==> src/rtl/bp_pkg.sv <==
// Shared branch-prediction types, constants and helpers.
// Used by the ID-stage resolve unit and the IF-stage prediction table.
package bp_pkg;

    localparam int N_REG   = 4;
    localparam int N_BITS  = $clog2(N_REG);
    localparam int IDX_LSB = 2;

    localparam logic [6:0] OPC_BRANCH = 7'b1100011;
    localparam logic [2:0] F3_BEQ     = 3'b000;

    typedef struct packed {
        logic        v;
        logic [63:0] pc;
        logic        pt;
        logic [63:0] ptgt;
    } stage_t;

    typedef struct packed {
        logic              valid;
        logic [N_BITS-1:0] idx;
        logic              taken;
        logic [63:0]       target;
        logic              correct;
    } upd_t;

    function automatic logic [63:0] imm_b(input logic [31:0] inst);
        return {{52{inst[31]}}, inst[7], inst[30:25], inst[11:8], 1'b0};
    endfunction

    function automatic logic [N_BITS-1:0] bpt_idx(input logic [63:0] pc);
        return pc[IDX_LSB+N_BITS-1:IDX_LSB];
    endfunction

endpackage

==> src/rtl/branch_resolve_unit_if.sv <==
// Fetch-side bundle of the branch resolve unit.
// master: IF stage + prediction table; slave: resolve unit.
//   if_*       prediction carried with each fetch (master -> slave)
//   flush/redirect_pc  fetch redirect (slave -> master)
//   upd_*      registered prediction-table update (slave -> master)
interface branch_resolve_unit_if;
    import bp_pkg::*;

    logic              if_valid;
    logic [63:0]       if_pc;
    logic              if_pred_taken;
    logic [63:0]       if_pred_target;
    logic              flush;
    logic [63:0]       redirect_pc;
    logic              upd_valid;
    logic [N_BITS-1:0] upd_idx;
    logic              upd_taken;
    logic [63:0]       upd_target;
    logic              upd_correct;

    modport master (
        output if_valid, if_pc, if_pred_taken, if_pred_target,
        input  flush, redirect_pc,
        input  upd_valid, upd_idx, upd_taken, upd_target, upd_correct
    );

    modport slave (
        input  if_valid, if_pc, if_pred_taken, if_pred_target,
        output flush, redirect_pc,
        output upd_valid, upd_idx, upd_taken, upd_target, upd_correct
    );

endinterface

==> src/rtl/sat_counter.sv <==
// Saturating up-counter, sticks at all-ones.
// Ports: clk, arst_n (async low), inc_i, count_o.
module sat_counter #(
    parameter int CNT_W = 32
) (
    input  logic             clk,
    input  logic             arst_n,
    input  logic             inc_i,
    output logic [CNT_W-1:0] count_o
);

    logic [CNT_W-1:0] cnt_q;
    logic [CNT_W-1:0] cnt_d;

    always_comb begin
        cnt_d = cnt_q;
        if (inc_i && (cnt_q != '1))
            cnt_d = cnt_q + CNT_W'(1);
    end

    always_ff @(posedge clk or negedge arst_n) begin
        if (!arst_n) cnt_q <= '0;
        else         cnt_q <= cnt_d;
    end

    assign count_o = cnt_q;

endmodule

==> src/rtl/branch_resolve_unit.sv <==
// ID-stage BEQ resolution: flush/redirect fetch, update predictor, count.
// Ports: clk, arst_n, bus (slave), stall, id_inst, id_rs1/2_data, cnt_*.
module branch_resolve_unit
    import bp_pkg::*;
#(
    parameter int CNT_W = 32
) (
    input  logic                   clk,
    input  logic                   arst_n,
    branch_resolve_unit_if.slave   bus,
    input  logic                   stall,
    input  logic [31:0]            id_inst,
    input  logic [63:0]            id_rs1_data,
    input  logic [63:0]            id_rs2_data,
    output logic [CNT_W-1:0]       cnt_branches,
    output logic [CNT_W-1:0]       cnt_mispredicts
);

    stage_t      stage_q;
    stage_t      stage_d;
    upd_t        upd_q;
    upd_t        upd_d;

    logic        res_en;
    logic        is_beq;
    logic        act_taken;
    logic [63:0] tgt;
    logic [63:0] pc4;
    logic        mispred;
    logic        flush;
    logic        beq_res;

    // rs field bits are only needed by the register file
    logic        unused_inst;
    assign unused_inst = ^id_inst[24:15];

    assign res_en    = stage_q.v & ~stall;
    assign is_beq    = (id_inst[6:0] == OPC_BRANCH)
                     & (id_inst[14:12] == F3_BEQ);
    assign act_taken = (id_rs1_data == id_rs2_data);
    assign tgt       = stage_q.pc + imm_b(id_inst);
    assign pc4       = stage_q.pc + 64'd4;
    assign beq_res   = res_en & is_beq;

    // A predicted-taken non-branch is an alias hit in the table
    always_comb begin
        mispred = 1'b0;
        if (is_beq) begin
            mispred = (stage_q.pt != act_taken)
                    | (stage_q.pt & act_taken
                       & (stage_q.ptgt != tgt));
        end else begin
            mispred = stage_q.pt;
        end
    end

    assign flush = res_en & mispred;

    always_comb begin
        stage_d = stage_q;
        if (flush) begin
            stage_d.v = 1'b0;
        end else if (!stall) begin
            stage_d.v    = bus.if_valid;
            stage_d.pc   = bus.if_pc;
            stage_d.pt   = bus.if_pred_taken;
            stage_d.ptgt = bus.if_pred_target;
        end
    end

    always_comb begin
        upd_d       = upd_q;
        upd_d.valid = beq_res;
        if (beq_res) begin
            upd_d.idx     = bpt_idx(stage_q.pc);
            upd_d.taken   = act_taken;
            upd_d.target  = tgt;
            upd_d.correct = ~mispred;
        end
    end

    always_ff @(posedge clk or negedge arst_n) begin
        if (!arst_n) begin
            stage_q <= '0;
            upd_q   <= '0;
        end else begin
            stage_q <= stage_d;
            upd_q   <= upd_d;
        end
    end

    assign bus.flush       = flush;
    assign bus.redirect_pc = !flush ? 64'd0
                           : (is_beq & act_taken) ? tgt : pc4;
    assign bus.upd_valid   = upd_q.valid;
    assign bus.upd_idx     = upd_q.idx;
    assign bus.upd_taken   = upd_q.taken;
    assign bus.upd_target  = upd_q.target;
    assign bus.upd_correct = upd_q.correct;

    sat_counter #(.CNT_W(CNT_W)) u_cnt_br (
        .clk     (clk),
        .arst_n  (arst_n),
        .inc_i   (beq_res),
        .count_o (cnt_branches)
    );

    sat_counter #(.CNT_W(CNT_W)) u_cnt_mp (
        .clk     (clk),
        .arst_n  (arst_n),
        .inc_i   (flush),
        .count_o (cnt_mispredicts)
    );

endmodule

==> src/flat_wrapper.sv <==
// flat-port wrapper written by rule: the top's interface ports become plain ports
module branch_resolve_unit_flat import bp_pkg::*;
#(
    parameter int CNT_W = 32
)
  (clk, arst_n, stall, id_inst, id_rs1_data, id_rs2_data, cnt_branches, cnt_mispredicts, bus_if_valid, bus_if_pc, bus_if_pred_taken, bus_if_pred_target, bus_flush, bus_redirect_pc, bus_upd_valid, bus_upd_idx, bus_upd_taken, bus_upd_target, bus_upd_correct);
  branch_resolve_unit_if bus_i ();
  input  logic clk;
  input  logic arst_n;
  input  logic stall;
  input  logic [31:0] id_inst;
  input  logic [63:0] id_rs1_data;
  input  logic [63:0] id_rs2_data;
  output logic [CNT_W-1:0] cnt_branches;
  output logic [CNT_W-1:0] cnt_mispredicts;
  input wire logic [$bits(bus_i.if_valid)-1:0] bus_if_valid;
  input wire logic [$bits(bus_i.if_pc)-1:0] bus_if_pc;
  input wire logic [$bits(bus_i.if_pred_taken)-1:0] bus_if_pred_taken;
  input wire logic [$bits(bus_i.if_pred_target)-1:0] bus_if_pred_target;
  output wire logic [$bits(bus_i.flush)-1:0] bus_flush;
  output wire logic [$bits(bus_i.redirect_pc)-1:0] bus_redirect_pc;
  output wire logic [$bits(bus_i.upd_valid)-1:0] bus_upd_valid;
  output wire logic [$bits(bus_i.upd_idx)-1:0] bus_upd_idx;
  output wire logic [$bits(bus_i.upd_taken)-1:0] bus_upd_taken;
  output wire logic [$bits(bus_i.upd_target)-1:0] bus_upd_target;
  output wire logic [$bits(bus_i.upd_correct)-1:0] bus_upd_correct;
  assign bus_i.if_valid = bus_if_valid;
  assign bus_i.if_pc = bus_if_pc;
  assign bus_i.if_pred_taken = bus_if_pred_taken;
  assign bus_i.if_pred_target = bus_if_pred_target;
  assign bus_flush = bus_i.flush;
  assign bus_redirect_pc = bus_i.redirect_pc;
  assign bus_upd_valid = bus_i.upd_valid;
  assign bus_upd_idx = bus_i.upd_idx;
  assign bus_upd_taken = bus_i.upd_taken;
  assign bus_upd_target = bus_i.upd_target;
  assign bus_upd_correct = bus_i.upd_correct;
  branch_resolve_unit #(.CNT_W(CNT_W)) u_core (.clk(clk), .arst_n(arst_n), .bus(bus_i), .stall(stall), .id_inst(id_inst), .id_rs1_data(id_rs1_data), .id_rs2_data(id_rs2_data), .cnt_branches(cnt_branches), .cnt_mispredicts(cnt_mispredicts));
endmodule
==> config.mk <==
export PLATFORM = sky130hd
export DESIGN_NAME = branch_resolve_unit_flat
export DESIGN_NICKNAME = d
export VERILOG_FILES = /design/src/rtl/bp_pkg.sv /design/src/rtl/branch_resolve_unit_if.sv /design/src/rtl/sat_counter.sv /design/src/rtl/branch_resolve_unit.sv /design/src/flat_wrapper.sv
export SDC_FILE = /design/constraint.sdc
export NUM_CORES = 1
export LEC_CHECK = 0
export BUFFER_PORTS_ARGS = -buffer_cell sky130_fd_sc_hd__buf_2
export CAP_MARGIN = 20
export CORE_MARGIN = 10
export CORE_UTILIZATION = 55
export CTS_CLUSTER_DIAMETER = 100
export DETAILED_ROUTE_END_ITERATION = 7
export GPL_TIMING_DRIVEN = 0
export HOLD_SLACK_MARGIN = 0.08
export PLACE_DENSITY = 0.83
export SKIP_CTS_REPAIR_TIMING = 1
export SLEW_MARGIN = 20
export SYNTH_ARGS = -nofsm -noshare
export SYNTH_HDL_FRONTEND = slang
export SYNTH_SLANG_ARGS = --single-unit
==> constraint.sdc <==
create_clock -name clk -period 17.06 [get_ports clk]
set_input_delay 2.559 -clock clk [delete_from_list [all_inputs] [get_ports clk]]
set_output_delay 2.559 -clock clk [all_outputs]
set_load 0.01 [all_outputs]
==> results.toml <==
[timing]
rsz0062_at_grt = "no"
slew_viol_final = 0
fin_crit_sh = 0.767
fin_hold_ws_ps = 470
setup_tns_ps = 0
maxSlewHeadroom = 0.227
period_minus_slack_ps = 13090
worstMarginPinSlew_ps = 1160
max_freq_ghz = 0.0764
setup_violations = 0
final-hold-violation-count = 0
finalClockSkew_ps = 34.5

[placement]
gp_congestion = 1.02
dpl.hpwl_mm = 67.7
dp.cells = 3026
io_buffers = 480

[clock_tree]
cts_tree = "done"
path_clk_slew_ps = 60
cts_sinks = 263
cts_inserted_buffers = 28
clk_latency_ps = 590
htreeDepth = 1
clockBufferDepth = 3
cts_root_buffer = "clkbuf_16"

[finish]
regArea_um2 = 6580
filler_cell_count = 2612
drive_gt1_frac = 0.239
nets = 2968
post_layout_nonfiller_instances = 3083
area_growth_pct = 21.3
multi_input_area_um2 = 11800

[floorplan]
die_w_um = 206
row_count = 67
top_level_ports = 491
die_y_um = 206
coreArea_um2 = 33800
initial_core_util = 0.561
die-area_um2 = 42300

[synthesis]
synth.area.mux_share = 0.0981
synth_common_cells = "279 x nand2_1, 263 x dfrtp_1, 176 x nor2_1"
syn-cell-area_um2 = 19000
synth_compound_area_frac = 0.136
seq_area_frac_synth = 0.347
synth-seq-cells = 263
synth_top_family_by_area = "simple AND/OR/NAND/NOR gates"
yosys_warnings = 0
yosys.area.top_type = "dfrtp_1"
synth_xor_area_frac = 0.142
synth.most_common_cell = "nand2_1"
synth-adder-area-share = 0.0446
synth_top_area_frac = 0.347
synth.area.top_cells = "dfrtp_1 35%, xor2_1 7.9%, mux2_1 6.5%"
synth-main-ff-cell = "dfrtp_1"
syn_area_per_cell_um2 = 9.05
synth_cell_types = 87
synth_simple_gate_area_share = 0.200
synth_edf_count = 0
async_flop_share = 1.00
synthCells = 2095
synth_nets = 2455

[power_and_ir_drop]
pwr-share-seq = 0.339
p_comb_frac = 0.366
pwr-share-clk = 0.295
p_int_mw = 1.33
powerDensity_nw_per_um2 = 94.5
ir_worst_vdd_v = 0.0000838
finalPower_mw = 2.17
swShare = 0.389
p_leak_nw = 10.8
netSwitchingPower_mw = 0.846

[global_route]
gr-total-overflow = 0
grt_pass1_wl_mm = 122
track_usage = 0.378
antenna_found_initial = 16
grt_pass1_vias = 19700
grt_max_degree = 103

[drt]
wl_per_cell_um = 27.1
routed_via_density = 6.33
via_count = 19500
ant_nets = 0
drt_iter0_drc = 1851
wl_mm = 83.5
dr.pass1.iters = 6
drt_drc_violations_left = 0

[critical_path]
worst_ep_required_time_ps = 14500
cp.arrival_ps = 10530
critPathLaunchType = "primary input"
crit_fanout = 52
end_kind = "output port"
crit_type = "in -> out"

[status]
status = "completed"

[hold_path]
hp-class = "reg -> reg"

[flow_run]
drv_cap = 0
-- logic make-up after synthesis --
logic type,Yosys count
XOR/XNOR,303
buffers and inverters,115
AND/OR/NAND/NOR,788
AO/OA/AOI/OAI,393
adder cells (fa/ha/maj),67
multiplexers,166
flip-flops,263
-- worst max-delay path, stage by stage --
cell and delay (ps):
buf_4 510, ha_1 340, buf_2 180, a21oi_1 410
o21ai_0 350, a2111oi_0 990, a21oi_1 470, a41oi_1 690
o221a_2 380, xnor2_1 260, nand4_1 280, or4b_1 670
nor4_1 230, a31oi_1 220, o21ai_4 330, buf_2 450
buf_1 770, a211oi_1 180, buf_2 210
-- area by class of cell --
class | instances | share of cell area
multi-input combinational | 1717 | 0.513
sequential | 263 | 0.286
timing repair buffer | 483 | 0.108
clock buffer | 41 | 0.0361
tap | 448 | 0.0244
buffer | 91 | 0.0219
clock inverter | 9 | 0.00593
inverter | 24 | 0.00392
antenna | 7 | 0.000762
-- power groups by stage --
stage	clock, mW	sequential, mW	combinational, mW
final	0.641	0.737	0.795
after global routing	0.664	0.742	0.845
after CTS	0.642	0.733	0.772
after detailed placement	0	0.743	0.764
after global placement	0	0.741	0.750
after floorplan	0	0.724	0.488
-- layout by cell type (no fill, tap or decap), types with 6 or more instances in the layout --
cell / Yosys / routed
a211o_1: 7 / 7
inv_1: 23 / 23
o211ai_1: 9 / 9
xor2_1: 170 / 170
or3_1: 10 / 10
nor2b_1: 11 / 11
and3_1: 37 / 37
o21a_1: 16 / 16
nor3b_1: 7 / 7
o21ai_0: 78 / 78
nand4_1: 68 / 68
nand3_1: 65 / 65
mux2_1: 110 / 110
nand2b_1: 10 / 10
mux2_2: 49 / 49
clkbuf_1: 51 / 56
ha_1: 66 / 66
a21bo_2: 6 / 6
xnor2_1: 130 / 130
nor2_1: 176 / 176
a21o_1: 16 / 16
buf_1: 11 / 11
and2_1: 12 / 12
nand2_1: 279 / 279
a211oi_1: 64 / 64
and4_1: 17 / 17
a21oi_1: 107 / 107
a31oi_1: 15 / 15
a311oi_1: 7 / 7
clkbuf_8: 0 / 8
mux2i_1: 7 / 7
buf_2: 15 / 493
clkbuf_16: 0 / 28
nor3_1: 28 / 27
dfrtp_1: 263 / 263
buf_8: 11 / 12
nand3b_1: 6 / 6
diode_2: 0 / 7
nor4_1: 37 / 35
-- worst paths after layout --
check,startpoint,to,slack [ps],depth (start not counted)
worst max-delay path,id_inst[31],bus_redirect_pc[62],3970,19
worst min-delay path,u_core.bus.upd_target[60],u_core.bus.upd_target[60],470,2
worst max register to register,u_core.stage_q[79],u_core.stage_q[40],9490,19
worst min register to register,u_core.bus.upd_target[60],u_core.bus.upd_target[60],470,2
max in group asynchronous,arst_n,u_core.stage_q[34],14200,2
min in group asynchronous,arst_n,u_core.stage_q[74],1920,1
-- metrics by stage --
step	worst slack (ps)	util	area (µm²)
3_3_place_gp	4040	0.649	21900
4_1_cts	4010	0.680	23000
2_1_floorplan	7800	-	19000
5_1_grt	3940	0.680	23000
3_5_place_dp	4080	0.651	22000
6_report	3970	0.681	23000
-- registers in the layout, indices dropped and copies added, names as in the netlist --
register,flops
u_core.bus.upd_valid,1
u_core.u_cnt_br.count_o,32
u_core.bus.upd_idx,2
u_core.bus.upd_target,64
u_core.u_cnt_mp.count_o,32
u_core.stage_q,130
u_core.bus.upd_taken,1
u_core.bus.upd_correct,1
-- per-layer routing --
metal	vias to the layer above	wire length [µm]	GRT usage
li1	8555	-	-
met1	9443	30700	0.439
met2	1244	39700	0.645
met3	242	9070	0.109
met4	20	3870	0.148
met5	-	115	0
Note: power is estimated with default switching activity, not from simulation.
